File: config.mk
export PLATFORM = sky130hd
export DESIGN_NAME = pong_game_ctrl
export DESIGN_NICKNAME = d
export VERILOG_FILES = /design/src/rtl/pong_game_ctrl.sv
export SDC_FILE = /design/constraint.sdc
export NUM_CORES = 1
export LEC_CHECK = 0
export CAP_MARGIN = 15
export CORE_MARGIN = 1
export CORE_UTILIZATION = 55
export DETAILED_ROUTE_END_ITERATION = 6
export DONT_BUFFER_PORTS = 1
export HOLD_SLACK_MARGIN = 0.03
export PLACE_DENSITY = 0.81
export SKIP_LAST_GASP = 1
export SLEW_MARGIN = 25
export SYNTH_ARGS = -nofsm -noshare
export SYNTH_HDL_FRONTEND = slang
export SYNTH_SLANG_ARGS = --single-unit
File: constraint.sdc
create_clock -name clk_i -period 3.1 [get_ports clk_i]
set_input_delay 0.62 -clock clk_i [delete_from_list [all_inputs] [get_ports clk_i]]
set_output_delay 0.62 -clock clk_i [all_outputs]
set_load 0.05 [all_outputs]
File: src/rtl/pong_game_ctrl.sv
// Pong game sequencer: frame tick from vblank, round FSM, paddle gating, ball control, scores.
// Optional pause feature enabled by defining PONG_PAUSE_EN.
module pong_game_ctrl #(
    parameter int unsigned WIN_SCORE    = 9,
    parameter int unsigned SERVE_FRAMES = 60,
    parameter int unsigned POINT_FRAMES = 30
) (
    input  logic       clk_i,
    input  logic       rst_i,
    input  logic       vblank_i,
    input  logic       start_i,
    input  logic       miss_l_i,
    input  logic       miss_r_i,
    input  logic       btn_up_l_i,
    input  logic       btn_dn_l_i,
    input  logic       btn_up_r_i,
    input  logic       btn_dn_r_i,
    output logic       up_l_o,
    output logic       down_l_o,
    output logic       up_r_o,
    output logic       down_r_o,
    output logic       ball_en_o,
    output logic       ball_rst_o,
    output logic       serve_dir_o,
    output logic [3:0] score_l_o,
    output logic [3:0] score_r_o,
    output logic       game_over_o,
    output logic       winner_o,
    output logic       frame_tick_o
);

    localparam logic [3:0] WinScore  = 4'(WIN_SCORE);
    localparam logic [7:0] ServeLoad = 8'(SERVE_FRAMES);
    localparam logic [7:0] PointLoad = 8'(POINT_FRAMES);

    typedef enum logic [2:0] {
        StIdle,
        StServe,
        StPlay,
        StPoint,
`ifdef PONG_PAUSE_EN
        StPause,
`endif
        StOver
    } state_e;

    function automatic logic [3:0] sat_inc(input logic [3:0] v);
        return (v == 4'hF) ? v : v + 4'd1;
    endfunction

    // vblank synchronizer/edge detect and start edge detect
    logic vb_sync1_q, vb_sync2_q, vb_prev_q, tick_q;
    logic start_q, start_prev_q, start_edge_q;

    // FSM state and registered outputs
    state_e     state_q, state_d;
    logic [7:0] cnt_q, cnt_d;
    logic [3:0] score_l_q, score_l_d, score_r_q, score_r_d;
    logic       serve_dir_q, serve_dir_d;
    logic       winner_q, winner_d;
    logic       ball_rst_q, ball_rst_d;
    logic       ball_en_q, game_over_q;
    logic       up_l_q, down_l_q, up_r_q, down_r_q;
    logic       move_en;

    // Input conditioning: 2-flop vblank sync plus edge register, start rising-edge pulse
    always_ff @(posedge clk_i or posedge rst_i) begin
        if (rst_i) begin
            vb_sync1_q   <= 1'b0;
            vb_sync2_q   <= 1'b0;
            vb_prev_q    <= 1'b0;
            tick_q       <= 1'b0;
            start_q      <= 1'b0;
            start_prev_q <= 1'b0;
            start_edge_q <= 1'b0;
        end else begin
            vb_sync1_q   <= vblank_i;
            vb_sync2_q   <= vb_sync1_q;
            vb_prev_q    <= vb_sync2_q;
            tick_q       <= vb_sync2_q & ~vb_prev_q;
            start_q      <= start_i;
            start_prev_q <= start_q;
            start_edge_q <= start_q & ~start_prev_q;
        end
    end

    // Round sequencing: next state, frame counter, scores and serve direction
    always_comb begin
        state_d     = state_q;
        cnt_d       = cnt_q;
        score_l_d   = score_l_q;
        score_r_d   = score_r_q;
        serve_dir_d = serve_dir_q;
        winner_d    = winner_q;
        ball_rst_d  = 1'b0;
        case (state_q)
            StIdle, StOver: begin
                if (start_edge_q) begin
                    score_l_d  = 4'd0;
                    score_r_d  = 4'd0;
                    winner_d   = 1'b0;
                    ball_rst_d = 1'b1;
                    cnt_d      = ServeLoad;
                    state_d    = StServe;
                end
            end
            StServe: begin
                if (tick_q) begin
                    cnt_d = cnt_q - 8'd1;
                    if (cnt_q == 8'd1) begin
                        state_d = StPlay;
                    end
                end
            end
            StPlay: begin
`ifdef PONG_PAUSE_EN
                if (start_edge_q) begin
                    state_d = StPause;
                end else
`endif
                if (miss_l_i || miss_r_i) begin
                    state_d = StPoint;
                    cnt_d   = PointLoad;
                    // A double miss is a draw: no score, serve side kept
                    if (miss_l_i && !miss_r_i) begin
                        score_r_d   = sat_inc(score_r_q);
                        serve_dir_d = 1'b0;
                    end else if (miss_r_i && !miss_l_i) begin
                        score_l_d   = sat_inc(score_l_q);
                        serve_dir_d = 1'b1;
                    end
                end
            end
            StPoint: begin
                if (tick_q) begin
                    cnt_d = cnt_q - 8'd1;
                    if (cnt_q == 8'd1) begin
                        if (score_l_q == WinScore || score_r_q == WinScore) begin
                            state_d  = StOver;
                            winner_d = (score_l_q != WinScore);
                        end else begin
                            ball_rst_d = 1'b1;
                            cnt_d      = ServeLoad;
                            state_d    = StServe;
                        end
                    end
                end
            end
`ifdef PONG_PAUSE_EN
            StPause: begin
                if (start_edge_q) begin
                    state_d = StPlay;
                end
            end
`endif
            default: state_d = StIdle;
        endcase
    end

    assign move_en = (state_d == StServe) || (state_d == StPlay);

    // State register with outputs registered from the next state
    always_ff @(posedge clk_i or posedge rst_i) begin
        if (rst_i) begin
            state_q     <= StIdle;
            cnt_q       <= 8'd0;
            score_l_q   <= 4'd0;
            score_r_q   <= 4'd0;
            serve_dir_q <= 1'b0;
            winner_q    <= 1'b0;
            ball_rst_q  <= 1'b0;
            ball_en_q   <= 1'b0;
            game_over_q <= 1'b0;
            up_l_q      <= 1'b0;
            down_l_q    <= 1'b0;
            up_r_q      <= 1'b0;
            down_r_q    <= 1'b0;
        end else begin
            state_q     <= state_d;
            cnt_q       <= cnt_d;
            score_l_q   <= score_l_d;
            score_r_q   <= score_r_d;
            serve_dir_q <= serve_dir_d;
            winner_q    <= winner_d;
            ball_rst_q  <= ball_rst_d;
            ball_en_q   <= (state_d == StPlay);
            game_over_q <= (state_d == StOver);
            up_l_q      <= move_en & btn_up_l_i & ~btn_dn_l_i;
            down_l_q    <= move_en & btn_dn_l_i & ~btn_up_l_i;
            up_r_q      <= move_en & btn_up_r_i & ~btn_dn_r_i;
            down_r_q    <= move_en & btn_dn_r_i & ~btn_up_r_i;
        end
    end

    assign up_l_o       = up_l_q;
    assign down_l_o     = down_l_q;
    assign up_r_o       = up_r_q;
    assign down_r_o     = down_r_q;
    assign ball_en_o    = ball_en_q;
    assign ball_rst_o   = ball_rst_q;
    assign serve_dir_o  = serve_dir_q;
    assign score_l_o    = score_l_q;
    assign score_r_o    = score_r_q;
    assign game_over_o  = game_over_q;
    assign winner_o     = winner_q;
    assign frame_tick_o = tick_q;

endmodule

==> results_tabular.tex, run 1 <==
\begin{tabular}{lr}
\hline
Metric & Value \\
\hline
\multicolumn{2}{l}{\textbf{Status}} \\
\quad Result of the run & finished, final reports clean \\
\multicolumn{2}{l}{\textbf{Logic synthesis}} \\
\quad Post-Synthesis Mean Instance Area & around 10 sq um \\
\quad Count of state elements after synthesis & 35 \\
\quad Adder-cell share of the synthesized area & 6.31\% \\
\quad Proportion of synthesized area in mux cells & 2.38\% \\
\quad Fraction of the mapped netlist area in compound gates & about 16\% \\
\quad Post-Synthesis Net Count & between 150 and 200 \\
\quad Combinational family with the most area after synthesis & simple AND/OR/NAND/NOR gates \\
\quad Basic-gate share of the synthesized area counting and, or, nand and nor cells & a little over a fifth \\
\quad Register area share after synthesis & between 40 and 50\% \\
\quad Cell count after synthesis & 170 \\
\quad Number of warnings printed during yosys synthesis & 0 \\
\quad Count of distinct cell types in the synthesized netlist & 44 \\
\quad Area of the mapped netlist & between 1500 and 2000 sq um \\
\quad XOR/XNOR Fraction of Synth Area & 1.40\% \\
\multicolumn{2}{l}{\textbf{Critical path}} \\
\quad FF-to-FF Start & score\_r\_o[1]\$\_DFFE\_PP0P\_ \\
\quad Cells on worst reg2reg path & 7 \\
\quad Flop-to-flop setup slack & 910 ps \\
\quad Cell-by-cell listing of the critical path & inv\_1 -> ha\_1 -> nand3b\_1 -> nand4\_1 -> o211ai\_4 -> xor2\_2 -> nor3b\_1 \\
\quad Required time worst endpoint & about 3300 ps \\
\quad Worst setup path class & reg2reg \\
\quad Highest fanout seen on the critical path & 4 \\
\quad Data arrival time of the worst path & around 2400 ps \\
\quad Crit path largest cell delay & $\sim$700 ps \\
\quad Capture instance of the worst register-to-register path & up\_r\_o\$\_DFF\_PP0\_ \\
\quad Endpoint class of the critical path & flop \\
\quad CP max stage cell & dfrtp\_1 \\
\quad Worst Setup Start Kind & flop \\
\quad Crit path from & score\_r\_o[1]\$\_DFFE\_PP0P\_ \\
\multicolumn{2}{l}{\textbf{STA}} \\
\quad Setup ws final & 908 ps \\
\quad Aggregate negative setup slack & 0 ps \\
\quad Fin crit share & 70.7\% \\
\quad Highest clock frequency the design can meet & around 0.46 GHz \\
\quad Setup-violating endpoint count in the final report & 0 \\
\quad Actual slew at the worst max-slew pin & between 600 and 700 ps \\
\quad Number of hold violations in the final report & 0 \\
\quad Tightest slew margin relative to the limit & a little under three fifths \\
\quad Count of pins over their slew limit & 0 \\
\quad RSZ-0062 raised after global routing & no \\
\quad Maximum clock skew at final layout & 12.0 ps \\
\quad Minimum clock period after layout & roughly 2200 ps \\
\multicolumn{2}{l}{\textbf{Clocking}} \\
\quad Postcts setup bufs & 0 \\
\quad TritonCTS clock tree & built \\
\quad Cell chosen for the clock root & clkbuf\_4 \\
\quad Clock Path Buffers & 2 \\
\quad Clock net sink count & 35 \\
\quad Post-CTS Hold Buffers & 0 \\
\quad CTS clk-pin slew, worst paths & $\sim$110 ps \\
\quad Number of buffers created by CTS & 5 \\
\quad Clk Latency, worst-skew pair & between 300 and 400 ps \\
\quad Cts repair resizes & 0 \\
\quad H-tree Lvls & 2 \\
\multicolumn{2}{l}{\textbf{GRT}} \\
\quad Via count of the first global-routing pass & 1309 \\
\quad GR Util met1 & roughly 27\% \\
\quad GRT busiest layer & met2 \\
\quad First-pass GRT wire length & 5780 um \\
\quad Met3 track demand over resource & under 10\% \\
\quad Met2 Resource Use GR & a little under two fifths \\
\quad Global routing usage summed across all routing layers & roughly 23\% \\
\quad Congestion Overflow GR & 0 \\
\quad Number of antenna violations at the first check in global routing & 0 \\
\quad Maximum number of pins on one net before global-route repair & 36 \\
\multicolumn{2}{l}{\textbf{Final layout}} \\
\quad Fraction of final layout cells sized beyond drive strength 1 & between 10\% and 20\% \\
\quad Most frequent cells in the layout & dfrtp\_1 (35), o21ai\_0 (16), nand2\_1 (14) \\
\quad Layout net count & 196 \\
\quad Leading cell type in the layout, fill and taps excluded & dfrtp\_1 \\
\quad Layout Area Growth over Synthesis & 6.38\% \\
\quad Post-route cell area & 1900 sq um \\
\quad Antenna cells & 0 \\
\quad Number of cells in the finished layout apart from fillers & 221 \\
\multicolumn{2}{l}{\textbf{Place}} \\
\quad RePlAce Congestion & between 0.8 and 0.9 \\
\quad Placed insts & 214 \\
\quad Post-Place Worst Slack & around 950 ps \\
\quad Number of input and output port buffers inserted & 0 \\
\quad DPL Wire Length & about 2600 um \\
\quad Area post-placement & 1840 sq um \\
\multicolumn{2}{l}{\textbf{Floorplan}} \\
\quad Starting density of the core & between 50\% and 60\% \\
\quad Vertical extent of the die & 59.0 um \\
\quad Horiz. Die Dim & approximately 59 um \\
\quad Area inside the core boundary & 3050 sq um \\
\quad Die area & about 3500 sq um \\
\quad Number of top-level pins & 28 \\
\quad Std-Cell Rows & 20 \\
\multicolumn{2}{l}{\textbf{Power and ir drop}} \\
\quad Power Dens Cells & 545 nW/um\^{}2 \\
\quad LEAKAGE & 0.861 nW \\
\quad Worst IR drop on VDD & about 0.30 mV \\
\multicolumn{2}{l}{\textbf{Routing}} \\
\quad Vias after detailed routing & 1337 \\
\quad DRC violation count after routing & 0 \\
\quad Final routed wire length divided by cell count & about 16 um \\
\quad Number of detailed-routing iterations run before antenna repair & 4 \\
\quad Starting DRT DRC Count & 83 \\
\quad Average vias per placed instance & roughly 6.0 \\
\quad Number of nets still failing antenna checks after routing & 0 \\
\quad Total detailed-routing wirelength & $\sim$3500 um \\
\multicolumn{2}{l}{\textbf{Run}} \\
\quad Max\_cap viols & 0 \\
\multicolumn{2}{l}{\textbf{Worst hold path}} \\
\quad Class of the tightest hold or removal check & in2async \\
\hline
\end{tabular}
## area by class of cell
type | instances | area [sq um]
fillers | 255 | 1150
clock inverters | 1 | 5.00
repair buffers | 1 | 7.51
multi-input cells | 122 | 858
inverters | 12 | 45.0
clock buffers | 6 | 51.3
flip-flops and latches | 35 | 876
well taps | 44 | 55.1
## stage by stage
stage	hold WS (ps)	utilization, %	total power, mW
6_report	253	62.2	1.03
5_1_grt	280	62.2	1.09
3_5_place_dp	343	60.3	0.791
4_1_cts	259	62.2	1.04
3_3_place_gp	344	60.3	0.776
2_1_floorplan	331	-	0.744
## worst max path at each step
stage / to / slack [ps] / depth (start not counted)
2_1_floorplan: score_l_o[3]$_DFFE_PP0P_ / 1160 / 7
3_3_place_gp: score_l_o[3]$_DFFE_PP0P_ / 1110 / 7
3_5_place_dp: up_r_o$_DFF_PP0_ / 950 / 7
4_1_cts: up_r_o$_DFF_PP0_ / 910 / 7
5_1_grt: up_r_o$_DFF_PP0_ / 830 / 7
6_report: up_r_o$_DFF_PP0_ / 910 / 7
## power by group
group | switching, mW | total (mW) | internal, mW
clock network | 0.145 | 0.250 | 0.105
registers | 0.112 | 0.618 | 0.506
logic | 0.0912 | 0.166 | 0.0750
total | 0.349 | 1.03 | 0.686
## cell usage after synthesis
library cell / number / area [sq um]
o211ai_1: 1 / 7.51
xor2_2: 1 / 16.3
o2bb2ai_1: 1 / 8.76
mux2i_1: 2 / 20.0
nor3b_2: 1 / 12.5
nand4_1: 4 / 25.0
and2_1: 1 / 6.26
mux2i_4: 1 / 22.5
and2_4: 1 / 8.76
xor2_1: 1 / 8.76
a21boi_1: 1 / 7.51
buf_2: 1 / 5.00
nor2b_1: 5 / 31.3
o31ai_1: 1 / 7.51
nor2_1: 10 / 37.5
dfrtp_1: 35 / 876
ha_1: 9 / 113
o21a_1: 1 / 7.51
or3_1: 3 / 18.8
nor2b_2: 1 / 8.76
o21ai_1: 5 / 25.0
nand3_1: 7 / 35.0
o21ai_0: 16 / 80.1
o21bai_2: 1 / 11.3
nor3_4: 1 / 16.3
o22ai_1: 2 / 12.5
a31oi_1: 2 / 12.5
o21ai_2: 1 / 8.76
nor3b_1: 5 / 37.5
nand2_1: 14 / 52.6
a22o_1: 1 / 8.76
nand3b_1: 5 / 37.5
inv_1: 12 / 45.0
o211ai_4: 1 / 21.3
and3_2: 1 / 7.51
nand2b_1: 1 / 6.26
a311o_2: 1 / 11.3
a21boi_0: 1 / 7.51
a21o_1: 1 / 7.51
o22a_1: 2 / 17.5
a21oi_1: 2 / 10.0
a32o_1: 2 / 20.0
nor3_1: 4 / 20.0
nor4b_4: 1 / 23.8
## registers in the layout, indices dropped and copies added (netlist names), 3 cells and up
name,count
score_r_o,4
score_l_o,4
state_q,3
cnt_q,8
## cell families (layout without fill, tap and decap cells)
| kind of cell | count (synthesis) | after routing |
|---|---|---|
| AOI/OAI and AO/OA | 43 | 43 |
| xor gates and xnor gates | 2 | 2 |
| muxes | 3 | 3 |
| buffers and inverters | 13 | 20 |
| DFF | 35 | 35 |
| and+or+nand+nor | 65 | 65 |
| adders and majority gates | 9 | 9 |
## layer usage
metal  wire length [um]  part of all wire (%)
met3                289                   8.3
met5                  0                     0
met2               1780                    51
met4                 97                   2.8
met1               1320                    38
## worst max-delay path, delay by kind of cell (launching register included)
family	cells	cell delay, ps
buf+inv	1	170
xor+xnor	1	140
fa+ha+maj	1	220
compound gates	1	280
simple gates	3	570
flops	1	690
Note: power is estimated with default switching activity, not from simulation.
==> run 2: changes to the inputs <==
==> constraint.sdc (replaced) <==
create_clock -name clk_i -period 2.2 [get_ports clk_i]
set_input_delay 0.44 -clock clk_i [delete_from_list [all_inputs] [get_ports clk_i]]
set_output_delay 0.44 -clock clk_i [all_outputs]
set_load 0.05 [all_outputs]
==> results_tabular.tex, run 2 (synthesis results as in run 1) <==
\begin{tabular}{lr}
\hline
Metric & Value \\
\hline
\multicolumn{2}{l}{\textbf{Power and ir drop}} \\
\quad Seq pwr share & 56.9\% (-2.9 points) \\
\quad Portion of total power attributed to the clock network & 25.9\% (+1.7 points) \\
\quad Power Dens Cells & 759 nW/um\^{}2 (+39\%) \\
\quad Worst IR drop on VDD & 0.588 mV (+96\%) \\
\quad Switching share of total power & 32.5\% (-1.3 points) \\
\quad Design internal power & 1.01 mW (+47\%) \\
\quad Combinational fraction of design power & 17.2\% (+1.1 points) \\
\quad Power spent charging and discharging nets & 0.486 mW (+39\%) \\
\quad LEAKAGE & 0.907 nW (+5.4\%) \\
\multicolumn{2}{l}{\textbf{Final layout}} \\
\quad Fraction of final layout cells sized beyond drive strength 1 & 15.1\% (+3.8 points) \\
\quad Number of cells in the finished layout apart from fillers & 230 (+4.1\%) \\
\quad Most frequent cells in the layout & dfrtp\_1 (35), o21ai\_0 (16), nand2\_1 (14) \\
\quad Leading cell type in the layout, fill and taps excluded & dfrtp\_1 \\
\quad Area occupied by multi-input gates & 858 sq um (unchanged) \\
\quad Max FFs per register & 8 (unchanged) \\
\quad Antenna cells & 0 (unchanged) \\
\quad Layout net count & 204 (+4.1\%) \\
\quad Register name with the most flops & cnt\_q \\
\quad Layout Area Growth over Synthesis & 10.4\% \\
\quad Fill cell count & 250 (-2.0\%) \\
\quad Sequential standard cell area & 876 sq um (unchanged) \\
\multicolumn{2}{l}{\textbf{GRT}} \\
\quad Maximum number of pins on one net before global-route repair & 36 (unchanged) \\
\quad Congestion Overflow GR & 0 (unchanged) \\
\quad First-pass GRT wire length & 5870 um (+1.4\%) \\
\quad Global routing usage summed across all routing layers & 23.2\% (about the same) \\
\quad Via count of the first global-routing pass & 1390 (+6.2\%) \\
\quad Number of antenna violations at the first check in global routing & 0 (unchanged) \\
\multicolumn{2}{l}{\textbf{Status}} \\
\quad Result of the run & finished, final reports clean \\
\multicolumn{2}{l}{\textbf{Clocking}} \\
\quad Cts repair resizes & 0 (unchanged) \\
\quad Post-CTS Hold Buffers & 0 (unchanged) \\
\quad Clock net sink count & 35 (unchanged) \\
\quad Clk Latency, worst-skew pair & 340 ps (about the same) \\
\quad CTS clk-pin slew, worst paths & 110 ps (about the same) \\
\quad Number of buffers created by CTS & 5 (unchanged) \\
\quad Clock Path Buffers & 2 (unchanged) \\
\quad Postcts setup bufs & 0 (unchanged) \\
\quad H-tree Lvls & 2 (unchanged) \\
\quad TritonCTS clock tree & built \\
\quad Cell chosen for the clock root & clkbuf\_4 \\
\multicolumn{2}{l}{\textbf{STA}} \\
\quad Minimum clock period after layout & 1890 ps (-301 ps) \\
\quad Count of pins over their slew limit & 0 (unchanged) \\
\quad Setup-violating endpoint count in the final report & 0 (unchanged) \\
\quad Tightest slew margin relative to the limit & 63.2\% (+6.9 points) \\
\quad Aggregate negative setup slack & 0 ps (unchanged) \\
\quad Highest clock frequency the design can meet & 0.529 GHz (+16\%) \\
\quad Number of hold violations in the final report & 0 (unchanged) \\
\quad Fin crit share & 86.0\% (+15 points) \\
\quad Maximum clock skew at final layout & 16.3 ps (+4.23 ps) \\
\quad Actual slew at the worst max-slew pin & 552 ps (-104 ps) \\
\quad RSZ-0062 raised after global routing & no \\
\multicolumn{2}{l}{\textbf{Floorplan}} \\
\quad Std-Cell Rows & 20 (unchanged) \\
\quad Die area & 3480 sq um (unchanged) \\
\quad Horiz. Die Dim & 59.0 um (unchanged) \\
\quad Number of top-level pins & 28 (unchanged) \\
\quad Starting density of the core & 58.4\% (unchanged) \\
\quad Area inside the core boundary & 3050 sq um (unchanged) \\
\quad Vertical extent of the die & 59.0 um (unchanged) \\
\multicolumn{2}{l}{\textbf{Critical path}} \\
\quad Crit path from & cnt\_q[1]\$\_DFFE\_PP0P\_ \\
\quad Flop-to-flop setup slack & 310 ps (-600 ps) \\
\quad Capture instance of the worst register-to-register path & down\_l\_o\$\_DFF\_PP0\_ \\
\quad FF-to-FF Start & cnt\_q[1]\$\_DFFE\_PP0P\_ \\
\quad Required time worst endpoint & 2450 ps (-880 ps) \\
\quad Highest fanout seen on the critical path & 5 (+1) \\
\quad Worst Setup Start Kind & flop \\
\quad Data arrival time of the worst path & 2140 ps (-280 ps) \\
\quad Worst setup path class & reg2reg \\
\quad Cells on worst reg2reg path & 7 (unchanged) \\
\quad Crit path largest cell delay & 420 ps (-270 ps) \\
\quad Endpoint class of the critical path & flop \\
\quad CP max stage cell & dfrtp\_1 \\
\quad Buffers \& Inverters on Critical Path & 1 (unchanged) \\
\quad Cell-by-cell listing of the critical path & inv\_1 -> ha\_1 -> nor4b\_4 -> nand4\_1 -> mux2i\_4 -> xor2\_2 -> nor3b\_1 \\
\quad Crit-path leading delay family & simple AND/OR/NAND/NOR gates \\
\multicolumn{2}{l}{\textbf{Worst hold path}} \\
\quad Class of the tightest hold or removal check & in2async \\
\multicolumn{2}{l}{\textbf{Routing}} \\
\quad Number of nets still failing antenna checks after routing & 0 (unchanged) \\
\quad Total detailed-routing wirelength & 3430 um (-1.7\%) \\
\quad Starting DRT DRC Count & 45 (-46\%) \\
\quad Final routed wire length divided by cell count & 14.9 um (-5.6\%) \\
\quad Number of detailed-routing iterations run before antenna repair & 4 (unchanged) \\
\quad DRC violation count after routing & 0 (unchanged) \\
\quad Average vias per placed instance & 5.88 (-2.8\%) \\
\quad Vias after detailed routing & 1352 (+1.1\%) \\
\multicolumn{2}{l}{\textbf{Place}} \\
\quad Number of input and output port buffers inserted & 0 (unchanged) \\
\quad Placed insts & 222 (+3.7\%) \\
\quad RePlAce Congestion & 0.824 (-4.4\%) \\
\quad DPL Wire Length & 2550 um (-2.3\%) \\
\multicolumn{2}{l}{\textbf{Run}} \\
\quad Max\_cap viols & 0 (unchanged) \\
\hline
\end{tabular}
## run 2: cell count changes in the layout (fill, tap and decap cells not counted), sizes merged
cell	before	now
clkinv	1	0
buf	1	9
clkbuf	6	8
## run 2: metal layers
layer | share of wire [%] | global-route usage (%)
met4 | 2.1 | 9.86
met1 | 42 | 27.0
met2 | 51 | 40.1
met5 | 0 | 0
met3 | 5.4 | 6.37
## run 2: final cells by class
cell class,instances,share of cell area (%)
Clock buffer,8,3.49
Multi-Input combinational cell,122,43.6
Sequential cell,35,44.4
Timing Repair Buffer,9,3.43
Inverter,12,2.29
Tap cell,44,2.79
## run 2: how the worst max path moves through the flow
stage / endpoint / slack (ps) / cells after the start
6_report: down_l_o$_DFF_PP0_ / 310 / 7
5_1_grt: down_r_o$_DFF_PP0_ / 130 / 7
4_1_cts: down_l_o$_DFF_PP0_ / 310 / 7
3_5_place_dp: score_l_o[3]$_DFFE_PP0P_ / 240 / 7
3_3_place_gp: score_l_o[3]$_DFFE_PP0P_ / 390 / 7
2_1_floorplan: score_l_o[3]$_DFFE_PP0P_ / 320 / 6
## run 2: per-stage QoR
| step | worst slack [ps] | hold WS [ps] | utilization (%) | instance area [sq um] | power, mW |
|---|---|---|---|---|---|
| finish | 309 | 65.2 | 64.5 | 1970 | 1.50 |
| global route | 129 | 98.9 | 64.5 | 1970 | 1.58 |
| CTS | 307 | 78.9 | 64.5 | 1970 | 1.51 |
| detailed placement | 235 | 338 | 62.3 | 1900 | 1.12 |
| global placement | 389 | 343 | 62.3 | 1900 | 1.10 |
| floorplan | 324 | 331 | - | 1780 | 1.05 |
## run 2: power by group through the flow
| stage | combinational [mW] | clock (mW) | sequential (mW) |
|---|---|---|---|
| 4_1_cts | 0.259 | 0.398 | 0.849 |
| 3_3_place_gp | 0.244 | 0 | 0.857 |
| 2_1_floorplan | 0.193 | 0 | 0.855 |
| 3_5_place_dp | 0.256 | 0 | 0.860 |
| 5_1_grt | 0.295 | 0.419 | 0.865 |
| 6_report | 0.257 | 0.388 | 0.852 |
==> run 3: changes to the inputs <==
--- a/config.mk
+++ b/config.mk
@@ -6,6 +6,7 @@
 export NUM_CORES = 1
 export LEC_CHECK = 0
 export CAP_MARGIN = 15
+export CORE_ASPECT_RATIO = 1.25
 export CORE_MARGIN = 1
 export CORE_UTILIZATION = 55
 export DETAILED_ROUTE_END_ITERATION = 6
==> results_tabular.tex, run 3 (synthesis results as in run 1) <==
\begin{tabular}{lr}
\hline
Metric & Value \\
\hline
\multicolumn{2}{l}{\textbf{Run}} \\
\quad Max\_cap viols & 0 (unchanged) \\
\multicolumn{2}{l}{\textbf{Final layout}} \\
\quad Fill cell count & 255 (+2.0\%) \\
\quad Core occupancy in the finished layout & 65.0\% (+0.42 points) \\
\quad Layout net count & 204 (unchanged) \\
\quad Fraction of final layout cells sized beyond drive strength 1 & 15.6\% (+0.54 points) \\
\quad Antenna cells & 0 (unchanged) \\
\quad Leading cell type in the layout, fill and taps excluded & dfrtp\_1 \\
\quad Most frequent cells in the layout & dfrtp\_1 (35), o21ai\_0 (16), nand2\_1 (14) \\
\quad Max FFs per register & 8 (unchanged) \\
\quad Post-route cell area & 1950 sq um (-1.1\%) \\
\quad Register name with the most flops & cnt\_q \\
\quad Layout Area Growth over Synthesis & 9.26\% \\
\multicolumn{2}{l}{\textbf{Clocking}} \\
\quad Clk Latency, worst-skew pair & 350 ps (about the same) \\
\quad Clock net sink count & 35 (unchanged) \\
\quad Cts repair resizes & 0 (unchanged) \\
\quad Number of buffers created by CTS & 5 (unchanged) \\
\quad Postcts setup bufs & 0 (unchanged) \\
\quad TritonCTS clock tree & built \\
\quad Cell chosen for the clock root & clkbuf\_4 \\
\quad H-tree Lvls & 2 (unchanged) \\
\quad CTS clk-pin slew, worst paths & 110 ps (about the same) \\
\quad Clock Path Buffers & 2 (unchanged) \\
\quad Post-CTS Hold Buffers & 0 (unchanged) \\
\multicolumn{2}{l}{\textbf{STA}} \\
\quad RSZ-0062 raised after global routing & no \\
\quad Aggregate negative setup slack & 0 ps (unchanged) \\
\quad Maximum clock skew at final layout & 8.39 ps (-7.88 ps) \\
\quad Actual slew at the worst max-slew pin & 541 ps (-11.3 ps) \\
\quad Number of hold violations in the final report & 0 (unchanged) \\
\quad Setup-violating endpoint count in the final report & 0 (unchanged) \\
\quad Fin crit share & 87.0\% (+1.1 points) \\
\quad Tightest slew margin relative to the limit & 63.9\% (+0.75 points) \\
\quad Minimum clock period after layout & 1920 ps (+24.0 ps) \\
\quad Highest clock frequency the design can meet & 0.522 GHz (-1.3\%) \\
\quad Count of pins over their slew limit & 0 (unchanged) \\
\multicolumn{2}{l}{\textbf{Routing}} \\
\quad Number of detailed-routing iterations run before antenna repair & 4 (unchanged) \\
\quad Vias after detailed routing & 1355 (+0.22\%) \\
\quad DRC violation count after routing & 0 (unchanged) \\
\quad Starting DRT DRC Count & 44 (-2.2\%) \\
\quad Total detailed-routing wirelength & 3470 um (+1.0\%) \\
\quad Average vias per placed instance & 6.10 (+3.8\%) \\
\quad Final routed wire length divided by cell count & 15.6 um (+4.7\%) \\
\quad Number of nets still failing antenna checks after routing & 0 (unchanged) \\
\multicolumn{2}{l}{\textbf{Critical path}} \\
\quad Buffers \& Inverters on Critical Path & 1 (unchanged) \\
\quad Crit-path leading delay family & simple AND/OR/NAND/NOR gates \\
\quad Data arrival time of the worst path & 2170 ps (+30 ps) \\
\quad Capture instance of the worst register-to-register path & down\_r\_o\$\_DFF\_PP0\_ \\
\quad Required time worst endpoint & 2460 ps (about the same) \\
\quad Cells on worst reg2reg path & 7 (unchanged) \\
\quad Crit path largest cell delay & 430 ps (about the same) \\
\quad Worst setup path class & reg2reg \\
\quad Cell-by-cell listing of the critical path & inv\_1 -> ha\_1 -> nor4b\_4 -> nand4\_1 -> mux2i\_4 -> xor2\_2 -> nor3b\_1 \\
\quad CP max stage cell & dfrtp\_1 \\
\quad Highest fanout seen on the critical path & 5 (unchanged) \\
\quad Flop-to-flop setup slack & 280 ps (-20 ps) \\
\quad Worst Setup Start Kind & flop \\
\quad FF-to-FF Start & cnt\_q[1]\$\_DFFE\_PP0P\_ \\
\quad Endpoint class of the critical path & flop \\
\multicolumn{2}{l}{\textbf{GRT}} \\
\quad Number of antenna violations at the first check in global routing & 0 (unchanged) \\
\quad Global routing usage summed across all routing layers & 23.8\% (+0.65 points) \\
\quad Via count of the first global-routing pass & 1294 (-6.9\%) \\
\quad Congestion Overflow GR & 0 (unchanged) \\
\quad Maximum number of pins on one net before global-route repair & 36 (unchanged) \\
\quad First-pass GRT wire length & 5760 um (-1.8\%) \\
\multicolumn{2}{l}{\textbf{Power and ir drop}} \\
\quad Power Dens Cells & 751 nW/um\^{}2 (-1.2\%) \\
\quad LEAKAGE & 0.896 nW (-1.3\%) \\
\quad Worst IR drop on VDD & 0.586 mV (-0.35\%) \\
\multicolumn{2}{l}{\textbf{Floorplan}} \\
\quad Number of top-level pins & 28 (unchanged) \\
\quad Std-Cell Rows & 22 (+10\%) \\
\quad Area inside the core boundary & 3000 sq um (-1.7\%) \\
\quad Vertical extent of the die & 65.7 um (+11\%) \\
\quad Die area & 3480 sq um (about the same) \\
\quad Starting density of the core & 59.5\% (+1.0 points) \\
\quad Horiz. Die Dim & 52.9 um (-10\%) \\
\multicolumn{2}{l}{\textbf{Place}} \\
\quad Number of input and output port buffers inserted & 0 (unchanged) \\
\quad DPL Wire Length & 2570 um (+0.97\%) \\
\quad Area post-placement & 1890 sq um (-0.53\%) \\
\quad RePlAce Congestion & 0.784 (-4.9\%) \\
\multicolumn{2}{l}{\textbf{Worst hold path}} \\
\quad Class of the tightest hold or removal check & in2async \\
\multicolumn{2}{l}{\textbf{Status}} \\
\quad Result of the run & finished, final reports clean \\
\hline
\end{tabular}
## run 3: final cells by class
cell class	instances	area, sq um	area share, %
clock buffers	5	37.5	1.93
clock inverters	3	20.0	1.03
inverters	12	45.0	2.31
multi-input cells	122	858	44.0
flip-flops and latches	35	876	44.9
well taps	36	45.0	2.31
repair buffers	9	67.6	3.47
## run 3: power by group
part	internal (mW)	total, mW	switching [mW]
registers	0.713	0.856	0.143
logic	0.110	0.258	0.148
clock network	0.122	0.348	0.227
## run 3: worst max path at each step
| stage | depth (start not counted) | slack [ps] | start | to |
|---|---|---|---|---|
| after detailed placement | 7 | 290 | miss_l_i | score_l_o[3]$_DFFE_PP0P_ |
| final | 7 | 280 | cnt_q[1]$_DFFE_PP0P_ | down_r_o$_DFF_PP0_ |
| after CTS | 7 | 280 | cnt_q[1]$_DFFE_PP0P_ | down_r_o$_DFF_PP0_ |
| after global routing | 7 | 110 | cnt_q[1]$_DFFE_PP0P_ | down_r_o$_DFF_PP0_ |
| after floorplan | 6 | 320 | score_l_o[0]$_DFFE_PP0P_ | score_l_o[3]$_DFFE_PP0P_ |
| after global placement | 7 | 390 | miss_l_i | score_l_o[3]$_DFFE_PP0P_ |
## run 3: metal layers
layer | track usage, % | vias to the layer above | wire length (um)
met5 | 0 | - | 0
met4 | 10.9 | 0 | 70
met3 | 7.18 | 6 | 194
met2 | 40.8 | 40 | 1840
met1 | 26.4 | 671 | 1370
li1 | - | 638 | -
## run 3: per-stage QoR
stage               total power, mW  hold slack [ps]  std cells  setup slack [ps]
detailed placement             1.12              338        214               293
global placement               1.10              343        214               391
global route                   1.54             83.4        222               110
finish                         1.46             56.8        222               285
CTS                            1.47             66.0        222               280
floorplan                      1.05              331        170               324
